File: src/rtl/uart_rx_fifo.sv
// UART receiver with 16x oversampling, 3-sample majority vote, optional parity,
// and a first-word fall-through receive FIFO with sticky error flags.
module uart_rx_fifo #(
    parameter int unsigned CLK_FREQ   = 100_000_000,
    parameter int unsigned BAUD_RATE  = 9600,
    parameter int unsigned OVERSAMPLE = 16,
    parameter int unsigned DATA_BITS  = 8,
    parameter int unsigned PARITY     = 0,
    parameter int unsigned FIFO_DEPTH = 16
) (
    input  logic                          i_clk,
    input  logic                          i_reset_n,
    input  logic                          i_rx,
    input  logic                          i_rd_en,
    output logic [DATA_BITS-1:0]          o_rd_data,
    output logic                          o_empty,
    output logic                          o_full,
    output logic [$clog2(FIFO_DEPTH):0]   o_count,
    output logic                          o_frame_err,
    output logic                          o_parity_err,
    output logic                          o_overrun,
    input  logic                          i_clr_err
);
    localparam int unsigned DIV     = CLK_FREQ / (BAUD_RATE * OVERSAMPLE);
    localparam int unsigned DIV_W   = (DIV > 1) ? $clog2(DIV) : 1;
    localparam int unsigned AW      = $clog2(FIFO_DEPTH);
    localparam int unsigned CW      = AW + 1;
    localparam logic        PAR_ODD = (PARITY == 1);

    typedef enum logic [2:0] {StIdle, StStart, StData, StParity, StStop, StWaitHigh} state_t;

    state_t                r_state;
    logic                  r_sync1, r_sync2;
    logic [DIV_W-1:0]      r_div;
    logic [3:0]            r_smp;
    logic                  r_s7, r_s8;
    logic [2:0]            r_bit;
    logic [DATA_BITS-1:0]  r_shift;
    logic                  r_par, r_par_bad;
    logic [DATA_BITS-1:0]  r_mem [FIFO_DEPTH];
    logic [AW-1:0]         r_wptr, r_rptr;
    logic [CW-1:0]         r_count;
    logic [DATA_BITS-1:0]  r_last;
    logic                  r_frame_err, r_parity_err, r_overrun;

    logic w_rx, w_tick, w_maj, w_stop_mid;
    logic w_push, w_pop, w_wr, w_frame_set, w_parity_set, w_ovr_set;

    assign w_rx       = r_sync2;
    assign w_tick     = (r_div == DIV_W'(DIV - 1));
    assign w_maj      = (r_s7 & r_s8) | (r_s7 & w_rx) | (r_s8 & w_rx);
    assign w_stop_mid = (r_state == StStop) && w_tick && (r_smp == 4'd9);

    assign w_push       = w_stop_mid && w_maj && !r_par_bad;
    assign w_frame_set  = w_stop_mid && !w_maj;
    assign w_parity_set = w_stop_mid && w_maj && r_par_bad;
    assign w_pop        = i_rd_en && !o_empty;
    assign w_wr         = w_push && (!o_full || w_pop);
    assign w_ovr_set    = w_push && o_full && !w_pop;

    always_ff @(posedge i_clk) begin
        if (!i_reset_n) begin
            r_sync1 <= 1'b1;
            r_sync2 <= 1'b1;
        end else begin
            r_sync1 <= i_rx;
            r_sync2 <= r_sync1;
        end
    end

    // Free-running divider, realigned to the falling edge of each start bit.
    always_ff @(posedge i_clk) begin
        if (!i_reset_n) begin
            r_div <= '0;
        end else if ((r_state == StIdle && !w_rx) || w_tick) begin
            r_div <= '0;
        end else begin
            r_div <= r_div + DIV_W'(1);
        end
    end

    always_ff @(posedge i_clk) begin
        if (!i_reset_n) begin
            r_state   <= StIdle;
            r_smp     <= 4'd0;
            r_s7      <= 1'b1;
            r_s8      <= 1'b1;
            r_bit     <= 3'd0;
            r_shift   <= '0;
            r_par     <= 1'b0;
            r_par_bad <= 1'b0;
        end else begin
            case (r_state)
                StIdle: begin
                    if (!w_rx) begin
                        r_state   <= StStart;
                        r_smp     <= 4'd0;
                        r_bit     <= 3'd0;
                        r_par     <= 1'b0;
                        r_par_bad <= 1'b0;
                    end
                end
                StWaitHigh: begin
                    if (w_rx) r_state <= StIdle;
                end
                default: begin
                    if (w_tick) begin
                        r_smp <= r_smp + 4'd1;
                        if (r_smp == 4'd7) r_s7 <= w_rx;
                        if (r_smp == 4'd8) r_s8 <= w_rx;
                        if (r_smp == 4'd9) begin
                            case (r_state)
                                StStart: r_state <= w_maj ? StIdle : StData;
                                StData: begin
                                    r_shift <= {w_maj, r_shift[DATA_BITS-1:1]};
                                    r_par   <= r_par ^ w_maj;
                                    r_bit   <= r_bit + 3'd1;
                                    if (r_bit == 3'(DATA_BITS - 1)) begin
                                        r_state <= (PARITY != 0) ? StParity : StStop;
                                    end
                                end
                                StParity: begin
                                    r_par_bad <= ((r_par ^ w_maj) != PAR_ODD);
                                    r_state   <= StStop;
                                end
                                StStop:  r_state <= w_maj ? StIdle : StWaitHigh;
                                default: r_state <= StIdle;
                            endcase
                        end
                    end
                end
            endcase
        end
    end

    always_ff @(posedge i_clk) begin
        if (w_wr) r_mem[r_wptr] <= r_shift;
    end

    always_ff @(posedge i_clk) begin
        if (!i_reset_n) begin
            r_wptr  <= '0;
            r_rptr  <= '0;
            r_count <= '0;
            r_last  <= '0;
        end else begin
            if (w_wr) r_wptr <= r_wptr + AW'(1);
            if (w_pop) begin
                r_rptr <= r_rptr + AW'(1);
                r_last <= r_mem[r_rptr];
            end
            r_count <= r_count + CW'(w_wr) - CW'(w_pop);
        end
    end

    // Error sets take priority over a simultaneous clear.
    always_ff @(posedge i_clk) begin
        if (!i_reset_n) begin
            r_frame_err  <= 1'b0;
            r_parity_err <= 1'b0;
            r_overrun    <= 1'b0;
        end else begin
            r_frame_err  <= w_frame_set  | (r_frame_err  & ~i_clr_err);
            r_parity_err <= w_parity_set | (r_parity_err & ~i_clr_err);
            r_overrun    <= w_ovr_set    | (r_overrun    & ~i_clr_err);
        end
    end

    // When empty, keep showing the most recently popped word.
    assign o_rd_data    = o_empty ? r_last : r_mem[r_rptr];
    assign o_empty      = (r_count == '0);
    assign o_full       = (r_count == CW'(FIFO_DEPTH));
    assign o_count      = r_count;
    assign o_frame_err  = r_frame_err;
    assign o_parity_err = r_parity_err;
    assign o_overrun    = r_overrun;

endmodule

File: config.mk
export PLATFORM = sky130hd
export DESIGN_NAME = uart_rx_fifo
export DESIGN_NICKNAME = d
export VERILOG_FILES = /design/src/rtl/uart_rx_fifo.sv
export SDC_FILE = /design/constraint.sdc
export NUM_CORES = 1
export LEC_CHECK = 0
export CAP_MARGIN = 20
export CORE_UTILIZATION = 55
export DETAILED_ROUTE_END_ITERATION = 10
export GPL_TIMING_DRIVEN = 0
export PLACE_DENSITY = 0.72
export SYNTH_ARGS = -nofsm -noshare
export SYNTH_HDL_FRONTEND = slang
export SYNTH_SLANG_ARGS = --single-unit
File: constraint.sdc
create_clock -name i_clk -period 8.5 [get_ports i_clk]
set_input_delay 2.55 -clock i_clk [delete_from_list [all_inputs] [get_ports i_clk]]
set_output_delay 2.55 -clock i_clk [all_outputs]
set_load 0.02 [all_outputs]
==> reports/metrics.cfg <==
[layout]
final_util_pct=65.36
fillers=1054
nets=661
antennaDiodeCount=0
layout-drive-gt1-share_pct=15.05
syn2layout_area_growth_pct=13.91

[timing]
fin_skew_ns=0.005897
max-slew-margin-rel_pct=42.27
fin_crit_sh_pct=69.52
grt_setup_unrepaired=no
setup_tns_ns=0
fin_ws_ns=2.591
setup_viol=0
finalHoldViolations=0
period_needed_ns=5.909
hold-worst-slack_ns=0.4145
clock.fmax_mhz=169.2
slew_viol_final=0
tightest_slew_ns=0.8613

[setup_path]
cpMostUsedCell=inv_1
required_ns=5.95
cp.arrival_ns=3.36
cp_max_fo=10
reg2reg_slack_ns=5.05
r2r_cells=14
path_class=reg2out
cp-end-kind=primary output
rr_endpoint=o_count[4]
path_cells=inv_1 -> ha_1 -> or4b_2 -> clkbuf_1 -> inv_1 -> buf_2 -> nor2_1 -> a22oi_1 -> o21ai_0 -> clkdlybuf4s50_1
crit_path_start_kind=register
critPathSlowestCell=clkdlybuf4s50_1
max_stage_delay_ns=0.69
timing.rr.start=o_count[2]

[global_route]
grt_usage_pct=24.18
grt_pass1_vias=5105
grt_overflow=0
grt_max_degree=18
grt_pass1_wl_um=26720
antenna_found_initial=0

[synthesis]
seq_area_frac_synth_pct=62.86
synth_simple_gate_area_share_pct=11.83
ys_types=64
synth_mux_area_share_pct=11.57
ys_warn_count=0
synthCells=587
synthAdderAreaFrac_pct=3.001
synth_area_leaders=edfxtp_1 (48%), dfxtp_1 (15%), mux4_2 (7.2%), mux2i_1 (3.2%), ha_1 (2.6%)
synth_most_common_cell=edfxtp_1
synth-xor-area-share_pct=1.841
yosys.area.top_type=edfxtp_1
ys.flop_type=edfxtp_1
synth_compound_area_share_pct=6.218
syn_area_um2=8089
synth_fp_nets=610
syn_area_per_cell_um2=13.78
synth-edff-count=128
synth.top_cell.area_share_pct=47.52
synth-async-reset-ratio_pct=0
synth_seq_cells=190
ys_top_cells_by_count=edfxtp_1 (128), dfxtp_1 (62), nand2_1 (49)
synth_top_family_by_area=simple AND/OR/NAND/NOR gates

[clock_tree]
clk_pin_slew_ns=0.07
htreeDepth=4
post_cts_buffers=0
tritoncts=yes
cts_inserted_buffers=17
cts_root_buffer=clkbuf_16
clk_latency_ns=0.43
clkSinkCount=190
postCtsResizedCells=0
clockBufferDepth=2
ctsHoldBuffers=0

[route]
drc=0
drt-wirelength-per-cell_um=20.02
top_layer_used=met4
wl_met3_um=841
dr_total_vias=5016
drt_iter0_markers=381
wl_met1_um=6960
dr_wl_met2_um=8445
drt_pass1_iterations=5
postRouteAntennaNets=0
vias_per_cell=6.036
drt_wl_total_um=16640

[die]
design.core.area_um2=14100
row_count=43
dieWidth_um=123.3
start_util_pct=57.39
pin_count=23
die_h_um=123.3
die_area_um2=15200

[placement]
place.gp.congestion=0.8900
dp_slack_ns=3.120
hpwl_um=11370
portBuffers=22

[power]
power_per_cell_area_nw_per_um2=255.6
cellLeakagePower_uw=0.003041
peakVddDrop_v=0.0001138
power.total_uw=2355

[flow_run]
max-cap-violations=0

[run_status]
status=complete, no violations

[worst_hold_path]
hp-start=r_sync1
worstHoldPathCells=1
min_to=r_sync2
hold_path_class=reg2reg

sequential cells by signal, indices dropped and copies added, names as in the netlist, 3 cells and up, named ones only:
signal,cells
r_mem,128
r_shift,8
r_rptr,4
r_state,3
r_bit,3
o_count,5
r_smp,4
r_last,8
r_div,10
r_wptr,4
power by group:
part	switching (µW)	total [µW]	internal, µW
sequential	22.9	1030	1000
clock	331	800	469
combinational	290	527	237
total	644	2350	1710
final cells by class:
cell class	count	area, µm²	area share (%)
sequential	190	5085	55.19
multi-input combinational	345	2813	30.53
clock buffer	21	450.4	4.889
timing repair buffer	32	282.8	3.069
tap	180	225.2	2.444
clock inverter	11	141.4	1.534
buffer	30	133.9	1.453
inverter	22	82.58	0.8963
stage by stage:
| stage | std cells | cell area, µm² |
|---|---|---|
| final | 831 | 9214 |
| after global routing | 831 | 9214 |
| after CTS | 830 | 9209 |
| after detailed placement | 798 | 8617 |
| after global placement | 789 | 8534 |
| after floorplan | 587 | 8089 |
layout by cell type (no fill, tap or decap), types with 5 or more instances in the layout:
cell,instances
nand2_1,49
ha_1,17
o22ai_1,8
xnor2_1,11
clkbuf_1,22
nor2_1,26
edfxtp_1,128
clkdlybuf4s50_1,22
buf_2,10
a21oi_1,18
inv_1,21
clkbuf_16,17
nor3_2,7
xor2_1,6
buf_4,5
nand3_1,23
o211ai_1,14
mux4_2,26
nand2b_1,12
nor4_1,7
nor3_1,10
mux2_2,8
mux2i_1,26
o21ai_0,11
dfxtp_1,62
routing by layer:
layer / global-route usage, % / up-vias
met5: 0 / -
met4: 10.17 / 0
met3: 5.996 / 36
met2: 40.99 / 136
met1: 29.47 / 2513
li1: - / 2331
cell families (layout without fill, tap and decap cells):
logic type	count (synthesis)	in the layout
flip-flops	190	190
AND/OR/NAND/NOR	174	174
AO/OA/AOI/OAI	75	75
multiplexers	60	60
buffers and inverters	52	116
adder cells (fa/ha/maj)	19	19
XOR/XNOR	17	17
critical path, delay by kind of cell (launching register included):
kind,cells,cell delay [ns]
fa+ha+maj,1,0.22
simple gates,2,0.70
compound gates,2,0.34
buf+inv,5,1.31
flops,1,0.35
worst max path at each step:
stage | from | to | slack, ns | depth (start not counted)
global placement | i_rd_en | r_mem[1][4] | 2.58 | 5
finish | o_count[2] | o_rd_data[7] | 2.59 | 10
CTS | o_count[2] | o_rd_data[7] | 2.64 | 10
detailed placement | o_count[2] | o_rd_data[7] | 3.12 | 10
global route | o_count[3] | o_rd_data[5] | 2.43 | 10
floorplan | o_count[3] | o_rd_data[5] | 3.78 | 9
Power figures use the tool's default switching activity.
